==> config.mk <==
export PLATFORM = sky130hd
export DESIGN_NAME = regfile_scoreboard
export DESIGN_NICKNAME = d
export VERILOG_FILES = /design/src/rtl/regfile_pkg.sv /design/src/rtl/regfile_array.sv /design/src/rtl/regfile_scoreboard.sv
export SDC_FILE = /design/constraint.sdc
export NUM_CORES = 2
export LEC_CHECK = 0
export BUFFER_PORTS_ARGS = -buffer_cell sky130_fd_sc_hd__buf_2
export CAP_MARGIN = 20
export CORE_UTILIZATION = 53
export CTS_CLUSTER_SIZE = 14
export DETAILED_ROUTE_END_ITERATION = 10
export HOLD_SLACK_MARGIN = 0.1
export PLACE_DENSITY = 0.67
export SETUP_SLACK_MARGIN = 0.5
export SLEW_MARGIN = 15
export SYNTH_ARGS = -nofsm -noshare
export SYNTH_HDL_FRONTEND = slang
export SYNTH_SLANG_ARGS = --single-unit
==> constraint.sdc <==
create_clock -name CLK -period 4.6 [get_ports CLK]
set_input_delay 0.46 -clock CLK [delete_from_list [all_inputs] [get_ports CLK]]
set_output_delay 0.46 -clock CLK [all_outputs]
set_load 0.01 [all_outputs]
==> src/rtl/regfile_pkg.sv <==
// Shared register-file constants and RISC-V major opcodes used by the mux, decode and scoreboard.
package regfile_pkg;

    localparam int XLEN = 32;
    localparam int AW   = 5;
    localparam int CNTW = 6;
    localparam int NREG = 1 << AW;

    typedef enum logic [6:0] {
        OP_R = 7'b0110011,
        OP_I = 7'b0010011,
        OP_S = 7'b0100011,
        OP_U = 7'b0110111,
        OP_B = 7'b1100011,
        OP_J = 7'b1101111
    } opcode_e;

endpackage

==> src/rtl/regfile_array.sv <==
// 2^AW x XLEN register storage: two combinational read ports, one synchronous write port, x0 masked.
module regfile_array
    import regfile_pkg::*;
(
    input  logic            clk,
    input  logic            rst,
    input  logic [AW-1:0]   i_ra1,
    input  logic [AW-1:0]   i_ra2,
    output logic [XLEN-1:0] o_rd1,
    output logic [XLEN-1:0] o_rd2,
    input  logic            i_we,
    input  logic [AW-1:0]   i_wa,
    input  logic [XLEN-1:0] i_wd
);

    logic [XLEN-1:0] mem_q [NREG];
    logic [XLEN-1:0] mem_d [NREG];

    always_comb begin
        mem_d = mem_q;
        if (i_we && (i_wa != '0)) begin
            mem_d[i_wa] = i_wd;
        end
    end

    always_ff @(posedge clk) begin
        if (rst) begin
            for (int i = 0; i < NREG; i++) begin
                mem_q[i] <= '0;
            end
        end else begin
            mem_q <= mem_d;
        end
    end

    assign o_rd1 = (i_ra1 == '0) ? '0 : mem_q[i_ra1];
    assign o_rd2 = (i_ra2 == '0) ? '0 : mem_q[i_ra2];

endmodule

==> src/rtl/regfile_scoreboard.sv <==
// Register file with per-register busy scoreboard, reservation counter and sticky write-back error.
// Optional macro REGFILE_WB_BYPASS_EN forwards same-cycle write-back data and releases its hazard.
module regfile_scoreboard
    import regfile_pkg::*;
(
    input  logic            CLK,
    input  logic            RST,
    input  logic [AW-1:0]   i_RS1,
    input  logic [AW-1:0]   i_RS2,
    output logic [XLEN-1:0] o_REG_OUT1,
    output logic [XLEN-1:0] o_REG_OUT2,
    input  logic            i_ISSUE_VALID,
    input  logic [AW-1:0]   i_ISSUE_RD,
    input  logic            i_ISSUE_WR,
    input  logic            i_ISSUE_USE_RS1,
    input  logic            i_ISSUE_USE_RS2,
    output logic            o_ISSUE_READY,
    input  logic            i_WB_VALID,
    input  logic [AW-1:0]   i_WB_RD,
    input  logic [XLEN-1:0] i_WB_DATA,
    output logic [CNTW-1:0] o_BUSY_CNT,
    output logic            o_SB_ERR
);

    // Issue handshake: fires on a rising edge where i_ISSUE_VALID && o_ISSUE_READY;
    // READY never depends on VALID, and write-back has no ready (always accepted).

    logic [XLEN-1:0] arr_rd1, arr_rd2;
    logic [NREG-1:0] busy_q, busy_d, busy_eff;
    logic [CNTW-1:0] cnt_q, cnt_d;
    logic            err_q, err_d;
    logic            wb_hit, issue_fire, cnt_inc, cnt_dec;

    assign wb_hit = i_WB_VALID && (i_WB_RD != '0);

    regfile_array u_array (
        .clk   (CLK),
        .rst   (RST),
        .i_ra1 (i_RS1),
        .i_ra2 (i_RS2),
        .o_rd1 (arr_rd1),
        .o_rd2 (arr_rd2),
        .i_we  (wb_hit),
        .i_wa  (i_WB_RD),
        .i_wd  (i_WB_DATA)
    );

`ifdef REGFILE_WB_BYPASS_EN
    always_comb begin
        busy_eff = busy_q;
        if (wb_hit) begin
            busy_eff[i_WB_RD] = 1'b0;
        end
        o_REG_OUT1 = (wb_hit && (i_WB_RD == i_RS1)) ? i_WB_DATA : arr_rd1;
        o_REG_OUT2 = (wb_hit && (i_WB_RD == i_RS2)) ? i_WB_DATA : arr_rd2;
    end
`else
    assign busy_eff   = busy_q;
    assign o_REG_OUT1 = arr_rd1;
    assign o_REG_OUT2 = arr_rd2;
`endif

    assign o_ISSUE_READY = !(i_ISSUE_USE_RS1 && busy_eff[i_RS1])
                        && !(i_ISSUE_USE_RS2 && busy_eff[i_RS2])
                        && !(i_ISSUE_WR      && busy_eff[i_ISSUE_RD]);

    assign issue_fire = i_ISSUE_VALID && o_ISSUE_READY && i_ISSUE_WR && (i_ISSUE_RD != '0);

    // Counter tracks popcount(busy): a release of the register being re-reserved is a no-op.
    assign cnt_inc = issue_fire && !busy_q[i_ISSUE_RD];
    assign cnt_dec = wb_hit && busy_q[i_WB_RD] && !(issue_fire && (i_ISSUE_RD == i_WB_RD));

    always_comb begin
        busy_d = busy_q;
        if (wb_hit) begin
            busy_d[i_WB_RD] = 1'b0;
        end
        if (issue_fire) begin
            busy_d[i_ISSUE_RD] = 1'b1;
        end
        busy_d[0] = 1'b0;

        cnt_d = cnt_q;
        if (cnt_inc && !cnt_dec) begin
            cnt_d = cnt_q + CNTW'(1);
        end else if (cnt_dec && !cnt_inc) begin
            cnt_d = cnt_q - CNTW'(1);
        end

        err_d = err_q || (wb_hit && !busy_q[i_WB_RD]);
    end

    always_ff @(posedge CLK) begin
        if (RST) begin
            busy_q <= '0;
            cnt_q  <= '0;
            err_q  <= 1'b0;
        end else begin
            busy_q <= busy_d;
            cnt_q  <= cnt_d;
            err_q  <= err_d;
        end
    end

    assign o_BUSY_CNT = cnt_q;
    assign o_SB_ERR   = err_q;

endmodule
==> impl_metrics.ini <==
[logic_synthesis]
synth-main-ff-cell = dfxtp_1
synthArstFlopShare = 0
synth-warning-count = 0
synth_edf_count = 0
yosys.cell_types.count = 58
syn_avg_cell_area_um2 = 9.31
synthTopCellsByArea = dfxtp_1 39%, mux4_2 27%, nand2_1 15%, a21oi_1 9.2%, clkbuf_1 3.3%
yosysTopAreaCell = dfxtp_1
synth_area_um2 = 54100
ys_seq_area_frac = 0.393
synthesis.nets = 5875
ys_ff_latch = 1062
synth_top_area_share = 0.393
synth_cells = 5810

[power]
pwr-share-seq = 0.463
p_per_area_nw_per_um2 = 339
swShare = 0.248
pwr-share-clk = 0.461
switchingPower_mw = 5.00
p_comb_frac = 0.076
internal-power_mw = 15.1
leakagePower_nw = 19.1
irDropWorstVdd_mv = 0.307

[worst_setup_path]
r2r_cells = 15
critPathKind = input pin to output pin
cp-end-kind = output pin
arrival_ns = 3.33
worstPathMaxFanout = 38
start_kind = input pin
cp_data_required_time_ns = 4.14
reg2reg_slack_ns = 0.82

[placed_design]
io_buffers = 130
gp_congestion = 0.931
hpwl_mm = 108

[grt]
grt_max_degree = 173
track_usage = 0.375
grt_antenna_before_repair = 16
grt_pass1_vias = 44900
grt_pass1_wl_mm = 288
overflow = 0

[timing]
final_max_slew_viol_count = 0
relSlewSlack = 0.221
tns_ns = 0
setup_viol = 0
rsz0062_at_grt = false
finalClockSkew_ns = 0.0170
hold_viol_final = 0
hold-worst-slack_ns = 0.236
worstMarginPinSlew_ns = 1.16
fin_crit_sh = 0.825
fin_crit_ns = 3.79
fmax_mhz = 264

[floorplanning]
die_y_um = 321
placementRows = 116
core-area_um2 = 101000
die_area_um2 = 103000
start_util = 0.538
boundaryPins = 131
chipWidth_um = 321

[clock_network]
htreeDepth = 3
numCtsBuffers = 111
cts_setup_buffers = 0
path_clk_slew_ns = 0.05
clk_path_buf_depth = 3
holdBufCountCts = 0
clock_sinks = 1062
insertion_delay_ns = 0.69
cts_tree = done
root_buffer = clkbuf_16
ctsResizeCount = 0

[route]
drtAntennaViolNets = 0
drt-pass1-iter-count = 8
vias = 46700
via_per_inst = 6.63
drcViolationCount = 0
drt_iter0_drc = 6849
routed_wl_mm = 195
wl_per_cell_um = 27.7

[run_status]
status = finished, final reports clean

[worst_hold_path]
whs_path_depth = 2
hold_path_class = input pin to register

[final_layout]
nFillCells = 8538
syn_to_final_growth_pct = 9.75
nets = 5649
drive_above_1_share = 0.210

[flow_run]
maxCapViolCount = 0
==> power groups by stage <==
stage | Sequential (mW) | Clock, mW | Combinational, mW
floorplan | 9.51 | 0 | 1.03
global placement | 9.52 | 0 | 1.49
detailed placement | 9.52 | 0 | 1.50
CTS | 9.32 | 9.28 | 1.50
global route | 9.32 | 9.66 | 1.59
finish | 9.32 | 9.27 | 1.53
==> worst max-delay path: stages <==
cell	delay [ns]
buf_4	0.15
buf_4	0.60
buf_4	0.85
mux4_2	0.42
nor2_1	0.06
nor2_1	0.47
buf_2	0.24
==> cell usage in the layout (no fill, tap or decap), drive strengths merged, types with 15 or more instances in the layout <==
cell / n
mux4: 656
clkbuf: 173
inv: 35
mux2i: 42
o21ai: 27
nand2: 2090
buf: 250
mux2: 15
nor2: 108
o31ai: 31
clkinv: 20
nand3b: 32
dfxtp: 1062
a21oi: 999
nor2b: 40
==> sequential cells by signal, summed over array words and instances (netlist names) <==
| name | flops |
|---|---|
| busy_eff | 31 |
| o_BUSY_CNT | 6 |
| o_SB_ERR | 1 |
| u_array.mem_q | 1024 |
==> cell families after synthesis <==
logic type	Yosys count	share of synthesized area
flops	1062	0.393
mux	713	0.284
xor+xnor	4	0.000648
compound gates	1091	0.107
simple gates	2310	0.167
fa+ha+maj	6	0.00153
buf+inv	624	0.0463
==> path summary, 6_finish.rpt <==
kind                      startpoint                  to
setup / recovery            i_RS1[2]       o_REG_OUT1[3]
hold / removal                   RST       o_BUSY_CNT[2]
setup reg to reg        busy_eff[25]       o_BUSY_CNT[5]
hold reg to reg   u_array.mem_q[402]  u_array.mem_q[402]
==> synthesized netlist by cell type (3+ instances only) <==
master and number:
nand2_1 2090, dfxtp_1 1062, a21oi_1 999, mux4_2 654
clkbuf_1 480, nor2_1 108, buf_2 80, mux2i_1 42
nor2b_1 40, inv_1 34, nand3b_1 32, o21ai_0 27
o31ai_2 27, buf_1 18, mux2_2 15, a22o_1 8
buf_6 6, nor3_1 6, and3_1 5, buf_4 5
ha_1 5, nor3b_1 5, nand2b_1 4, nand3_1 4
a211oi_1 3, a31oi_1 3, and2_1 3, or2_2 3
xor2_1 3
==> routing by layer <==
| metal | share of wire | track usage | vias up |
|---|---|---|---|
| met5 | 0.00053 | 0 | - |
| met4 | 0.061 | 0.204 | 16 |
| li1 | - | - | 19900 |
| met2 | 0.43 | 0.548 | 3399 |
| met1 | 0.36 | 0.496 | 22800 |
| met3 | 0.14 | 0.114 | 654 |
==> per-stage QoR <==
| step | power, mW | instance area (µm²) | instances | setup WS (ns) | util |
|---|---|---|---|---|---|
| 2_1_floorplan | 10.5 | 54100 | 5810 | 0.727 | - |
| 3_3_place_gp | 11.0 | 55600 | 6826 | 0.400 | 0.553 |
| 3_5_place_dp | 11.0 | 55600 | 6828 | 0.388 | 0.553 |
| 4_1_cts | 20.1 | 59300 | 7033 | 0.836 | 0.590 |
| 5_1_grt | 20.6 | 59300 | 7037 | 0.540 | 0.590 |
| 6_report | 20.1 | 59400 | 7040 | 0.806 | 0.590 |
==> final cells by class <==
| cell class | count | area (µm²) | area share |
|---|---|---|---|
| Multi-Input combinational cell | 4124 | 30600 | 0.516 |
| Sequential cell | 1062 | 21300 | 0.358 |
| Clock buffer | 173 | 3310 | 0.0558 |
| Timing Repair Buffer | 250 | 1890 | 0.0318 |
| Tap cell | 1357 | 1700 | 0.0286 |
| Clock inverter | 32 | 397 | 0.00668 |
| Inverter | 35 | 136 | 0.00230 |
| Antenna cell | 7 | 17.5 | 0.000295 |
(Power assumes the default switching activity.)
